$ cat config.mk
export PLATFORM = sky130hd
export DESIGN_NAME = free_list_flat
export DESIGN_NICKNAME = d
export VERILOG_FILES = /design/src/rtl/free_list_pkg.sv /design/src/rtl/free_list_if.sv /design/src/rtl/free_list.sv /design/src/flat_wrapper.sv
export SDC_FILE = /design/constraint.sdc
export NUM_CORES = 1
export LEC_CHECK = 0
export ABC_AREA = 1
export CORE_MARGIN = 2
export CORE_UTILIZATION = 59
export DETAILED_ROUTE_END_ITERATION = 12
export DONT_BUFFER_PORTS = 1
export PLACE_DENSITY_LB_ADDON = 0.08
export SLEW_MARGIN = 20
export SYNTH_ARGS = -nofsm -noshare
export SYNTH_HDL_FRONTEND = slang
export SYNTH_SLANG_ARGS = --single-unit
$ cat constraint.sdc
create_clock -name clock -period 4.3 [get_ports clock]
set_clock_uncertainty 0.2 [all_clocks]
set_input_delay 0.43 -clock clock [delete_from_list [all_inputs] [get_ports clock]]
set_output_delay 0.43 -clock clock [all_outputs]
set_load 0.02 [all_outputs]
$ cat src/rtl/free_list_pkg.sv
// Shared types and sizing for the rename-stage physical register free list.
// TAG is the tag format exchanged with the map table and ROB.
package free_list_pkg;
    localparam int NUM_PHYS_REG = 64;
    localparam int NUM_ARCH_REG = 32;
    localparam int FL_SIZE      = NUM_PHYS_REG - NUM_ARCH_REG;
    localparam int PHYS_W       = $clog2(NUM_PHYS_REG);
    localparam int FL_PTR_W     = $clog2(FL_SIZE);
    localparam int FL_CNT_W     = FL_PTR_W + 1;

    typedef struct packed {
        logic [PHYS_W-1:0] phys_reg;
        logic              valid;
        logic              ready;
    } TAG;

    typedef struct packed {
        logic alloc_en;
    } ID_FL_PACKET;

    typedef struct packed {
        TAG   alloc_tag;
        logic alloc_valid;
    } FL_ID_PACKET;

    typedef struct packed {
        logic retire_en;
        TAG   retire_t_old;
    } IR_FL_PACKET;

    // Ring pointer increment; keeps wrap correct for non-power-of-two depths.
    function automatic logic [FL_PTR_W-1:0] ptr_inc(input logic [FL_PTR_W-1:0] p);
        return (p == FL_PTR_W'(FL_SIZE - 1)) ? '0 : p + 1'b1;
    endfunction
endpackage

$ cat src/rtl/free_list_if.sv
// Dispatch/retire side bundle of the free list.
// master = rename/retire logic, slave = the free list itself.
interface free_list_if;
    import free_list_pkg::*;

    logic                alloc_en;
    logic                retire_en;
    TAG                  retire_t_old;
    TAG                  alloc_tag;
    logic                alloc_valid;
    logic [FL_CNT_W-1:0] free_count;

    modport master (
        output alloc_en, retire_en, retire_t_old,
        input  alloc_tag, alloc_valid, free_count
    );

    modport slave (
        input  alloc_en, retire_en, retire_t_old,
        output alloc_tag, alloc_valid, free_count
    );
endinterface

$ cat src/rtl/free_list.sv
// Circular FIFO of free physical register tags for R10K-style renaming.
// Interrupt recovery rewinds head to tail, reclaiming all speculative tags.
module free_list
    import free_list_pkg::*;
(
    input  logic     clock,
    input  logic     reset,
    input  logic     interrupt,
    free_list_if.slave fl
);
    localparam logic [FL_CNT_W-1:0] FL_FULL = FL_CNT_W'(FL_SIZE);

    logic [PHYS_W-1:0]   r_list [FL_SIZE];
    logic [FL_PTR_W-1:0] r_head;
    logic [FL_PTR_W-1:0] r_tail;
    logic [FL_CNT_W-1:0] r_count;

    logic w_empty;
    logic w_full;
    logic w_alloc_fire;
    logic w_retire_fire;
    logic w_unused;

    assign w_empty       = (r_count == '0);
    assign w_full        = (r_count == FL_FULL);
    assign w_alloc_fire  = fl.alloc_en && !w_empty;
    assign w_retire_fire = fl.retire_en && !w_full;
    assign w_unused      = fl.retire_t_old.valid ^ fl.retire_t_old.ready;

    always_ff @(posedge clock) begin
        if (reset) begin
            r_head  <= '0;
            r_tail  <= '0;
            r_count <= FL_FULL;
        end else if (interrupt) begin
            r_head  <= r_tail;
            r_count <= FL_FULL;
        end else begin
            if (w_alloc_fire)
                r_head <= ptr_inc(r_head);
            if (w_retire_fire)
                r_tail <= ptr_inc(r_tail);
            r_count <= r_count
                     + FL_CNT_W'(w_retire_fire)
                     - FL_CNT_W'(w_alloc_fire);
        end
    end

    always_ff @(posedge clock) begin
        if (reset) begin
            for (int i = 0; i < FL_SIZE; i++)
                r_list[i] <= PHYS_W'(NUM_ARCH_REG + i);
        end else if (w_retire_fire && !interrupt) begin
            r_list[r_tail] <= fl.retire_t_old.phys_reg;
        end
    end

    // Freed tag is never bypassed: head entry is read from stored state only.
    always_comb begin
        fl.alloc_tag          = '0;
        fl.alloc_tag.phys_reg = r_list[r_head];
        fl.alloc_tag.valid    = 1'b1;
        fl.alloc_tag.ready    = 1'b0;
        fl.alloc_valid        = !w_empty;
        fl.free_count         = r_count;
    end

    a_no_overflow: assert property (
        @(posedge clock) disable iff (reset || interrupt)
        !(fl.retire_en && w_full)
    );
endmodule

$ cat src/flat_wrapper.sv
// flat-port wrapper written by rule: the top's interface ports become plain ports
module free_list_flat import free_list_pkg::*;
  (clock, reset, interrupt, fl_alloc_en, fl_retire_en, fl_retire_t_old, fl_alloc_tag, fl_alloc_valid, fl_free_count);
  free_list_if fl_i ();
  input  logic clock;
  input  logic reset;
  input  logic interrupt;
  input wire logic [$bits(fl_i.alloc_en)-1:0] fl_alloc_en;
  input wire logic [$bits(fl_i.retire_en)-1:0] fl_retire_en;
  input wire logic [$bits(fl_i.retire_t_old)-1:0] fl_retire_t_old;
  output wire logic [$bits(fl_i.alloc_tag)-1:0] fl_alloc_tag;
  output wire logic [$bits(fl_i.alloc_valid)-1:0] fl_alloc_valid;
  output wire logic [$bits(fl_i.free_count)-1:0] fl_free_count;
  assign fl_i.alloc_en = fl_alloc_en;
  assign fl_i.retire_en = fl_retire_en;
  assign fl_i.retire_t_old = fl_retire_t_old;
  assign fl_alloc_tag = fl_i.alloc_tag;
  assign fl_alloc_valid = fl_i.alloc_valid;
  assign fl_free_count = fl_i.free_count;
  free_list u_core (.clock(clock), .reset(reset), .interrupt(interrupt), .fl(fl_i));
endmodule
==> run summary <==
slowest cell delay on critical path: 0.75 ns
Post-DP HPWL: 14,710 um
register area share after synthesis: 59.36%
Syn-to-layout area delta: 7.612%
Fmax: 0.3095 GHz
area leader, netlist: edfxtp_1
cell with the most instances after synthesis: nand2_1
final critical-path share of the clock period: 75.14%
Worst-path clk slew: 0.06 ns
Final Hold Fails: 0
Startpoint Class: flop
clock sink total: 213
drt pass-1 iters: 5
routed wire length: 23,420 um
Final Setup Violations: 0
core area: 0.01730 sq mm
Critical Path AT: 2.60 ns
Post CTS Setup Buffer Count: 0
Synth warnings: 0
Initial Util: 60.25%
status: finished, final reports clean
most frequent cells after synthesis: nand2_1, edfxtp_1, nand3_1, nor2_1, inv_1
RSZ-0062 raised after global routing: false
CTS max path bufs: 3
top-area cell type share of the netlist area: 55.32%
CP bufs+invs: 1
Peak VDD IR: 0.0003221 V
Net count, final: 1,147
via/cell ratio: 5.498
kind of critical path: flop to primary output
Synth Register Bits: 213
vias in the first global route: 6,984
Async SR Flop Fraction: 0%
max-slew violation count: 0
Worst Tran Pin Value: 1.012 ns
Root Driver: clkbuf_16
die height: 136.9 um
Synth Area per Inst: 9.149 sq um
crit-path leading delay family: simple AND/OR/NAND/NOR gates
Tmin final: 3.231 ns
largest net degree at the start of global routing: 97
# rows: 48
Die Area: 0.01874 sq mm
PwrDens: 433.0 mW/mm^2
max-cap viol count: 0
Netlist cell types: 27
per-cell routed wire length: 17.30 um
Main synth FF type: edfxtp_1
Required @ worst endpoint: 3.67 ns
Post-Syn Instances: 1,139
post-cts sizing count: 0
setup_tns: 0 ns
worst skew pair latency: 0.50 ns
ant diodes: 0
Via Count: 7,444
Total Routing Usage GR: 25.82%
gpl congestion: 0.8583
CP max FO: 96
synth top area cells: edfxtp_1, nand2_1, nand3_1
worst rel slew slack: 32.50%
hold buffers post-CTS: 2
Initial DRC Count: 776
DIE WIDTH: 136.9 um
Crit path top cell by count: nand2_1
Leak: 4.046 nW
Worst Hold Slack: 0.06212 ns
syn nets: 1,169
share of cells above drive strength 1: 8.415%
Min-Delay Path Class: input port to flop
remaining routing DRC violations: 0
worst path cell trace: buf_4 -> nand2_1 -> nand3_1 -> nand3_1 -> nand2_1 -> nand2_1 -> nand2_1 -> nand2_1 -> nand2_1
io pins: 28
highest-delay cell along the critical path: buf_4
TritonCTS clock tree: done
grt total ovfl: 0
H-tree depth: 1
I/O Buffers: 0
CP Capture Type: primary output
total CTS buffers: 22
Final ANT Viol Nets: 0
first-pass GRT wire length: 36,430 um
synthesized area: 0.01042 sq mm
Post-synth EDFFs: 192
initial antenna violation count: 0
routing by layer:
layer | vias up | global-route usage, % | routed length [um]
met5 | - | 0 | 0
met2 | 230 | 41.72 | 11210
li1 | 3662 | - | -
met3 | 51 | 3.444 | 1387
met1 | 3501 | 36.64 | 10230
met4 | 0 | 8.076 | 594
stage by stage:
stage	instances	util (%)	instance area (sq um)	worst slack (ns)	power (mW)
global route	1354	64.84	11210	0.8854	5.063
detailed placement	1316	61.03	10560	1.253	3.167
CTS	1354	64.84	11210	1.095	4.876
finish	1354	64.84	11210	1.069	4.856
global placement	1316	61.03	10560	1.283	3.155
floorplan	1139	-	10420	1.525	2.971
cells in the final DEF, fill, tap and decap left out, drive strengths merged:
master,count
o22ai,2
clkbuf,34
o21ai,12
dlygate4sd3,2
fa,1
buf,14
nand4,4
nor2,127
dfxtp,21
a21oi,11
nand3b,1
edfxtp,192
nand2,451
nor3,4
xor2,1
clkinv,2
conb,2
ha,16
inv,79
nand3,152
clkinvlp,1
final cells by class:
type	instances	area [sq um]
sequential	213	6188
fill	1451	6082
multi-input combinational	784	3669
clock buffer	34	626.9
inverter	80	300.3
tap	225	281.5
timing repair buffer	16	137.6
clock inverter	2	11.26
registers in the layout (all words and copies together) (netlist names), named ones only:
| signal | cells |
|---|---|
| u_core.fl.free_count | 6 |
| u_core.r_head | 5 |
| u_core.r_list | 192 |
| u_core.r_tail | 5 |
final timing paths:
path / depth (start not counted) / from / to / slack (ns)
worst max register to register: 15 / u_core.fl.free_count[2] / u_core.fl.free_count[4] / 1.25
worst min register to register: 2 / u_core.r_head[3] / u_core.r_head[3] / 0.30
worst max-delay path: 9 / flop / fl_alloc_tag[3] / 1.07
worst min-delay path: 5 / interrupt / u_core.r_head[3] / 0.06
worst register-to-register path, cell delays in order (launching register included):
cell	delay, ns
dfxtp_1	0.38
inv_1	0.11
ha_1	0.19
nand4_1	0.28
nand2_1	0.20
inv_1	0.06
ha_1	0.26
inv_1	0.03
ha_1	0.22
fa_1	0.43
nand2_1	0.08
inv_1	0.04
o21ai_0	0.16
nand2_1	0.09
o21ai_0	0.14
a21oi_1	0.06
kinds of logic (layout without fill, tap and decap cells):
group / count (synthesis) / count (layout) / share of synthesized area (%)
buffers and inverters: 142 / 132 / 5.439
XOR/XNOR: 1 / 1 / 0.08406
AND/OR/NAND/NOR: 739 / 739 / 31.71
AO/OA/AOI/OAI: 25 / 25 / 1.225
other: 2 / 2 / 0.07206
flip-flops: 213 / 213 / 59.36
adder cells (fa/ha/maj): 17 / 17 / 2.113
power breakdown:
| group | switching, mW | internal, mW |
|---|---|---|
| clock network | 0.730 | 0.994 |
| registers | 0.0536 | 2.31 |
| logic | 0.558 | 0.209 |
No activity file was read; power rests on OpenSTA's default activity.
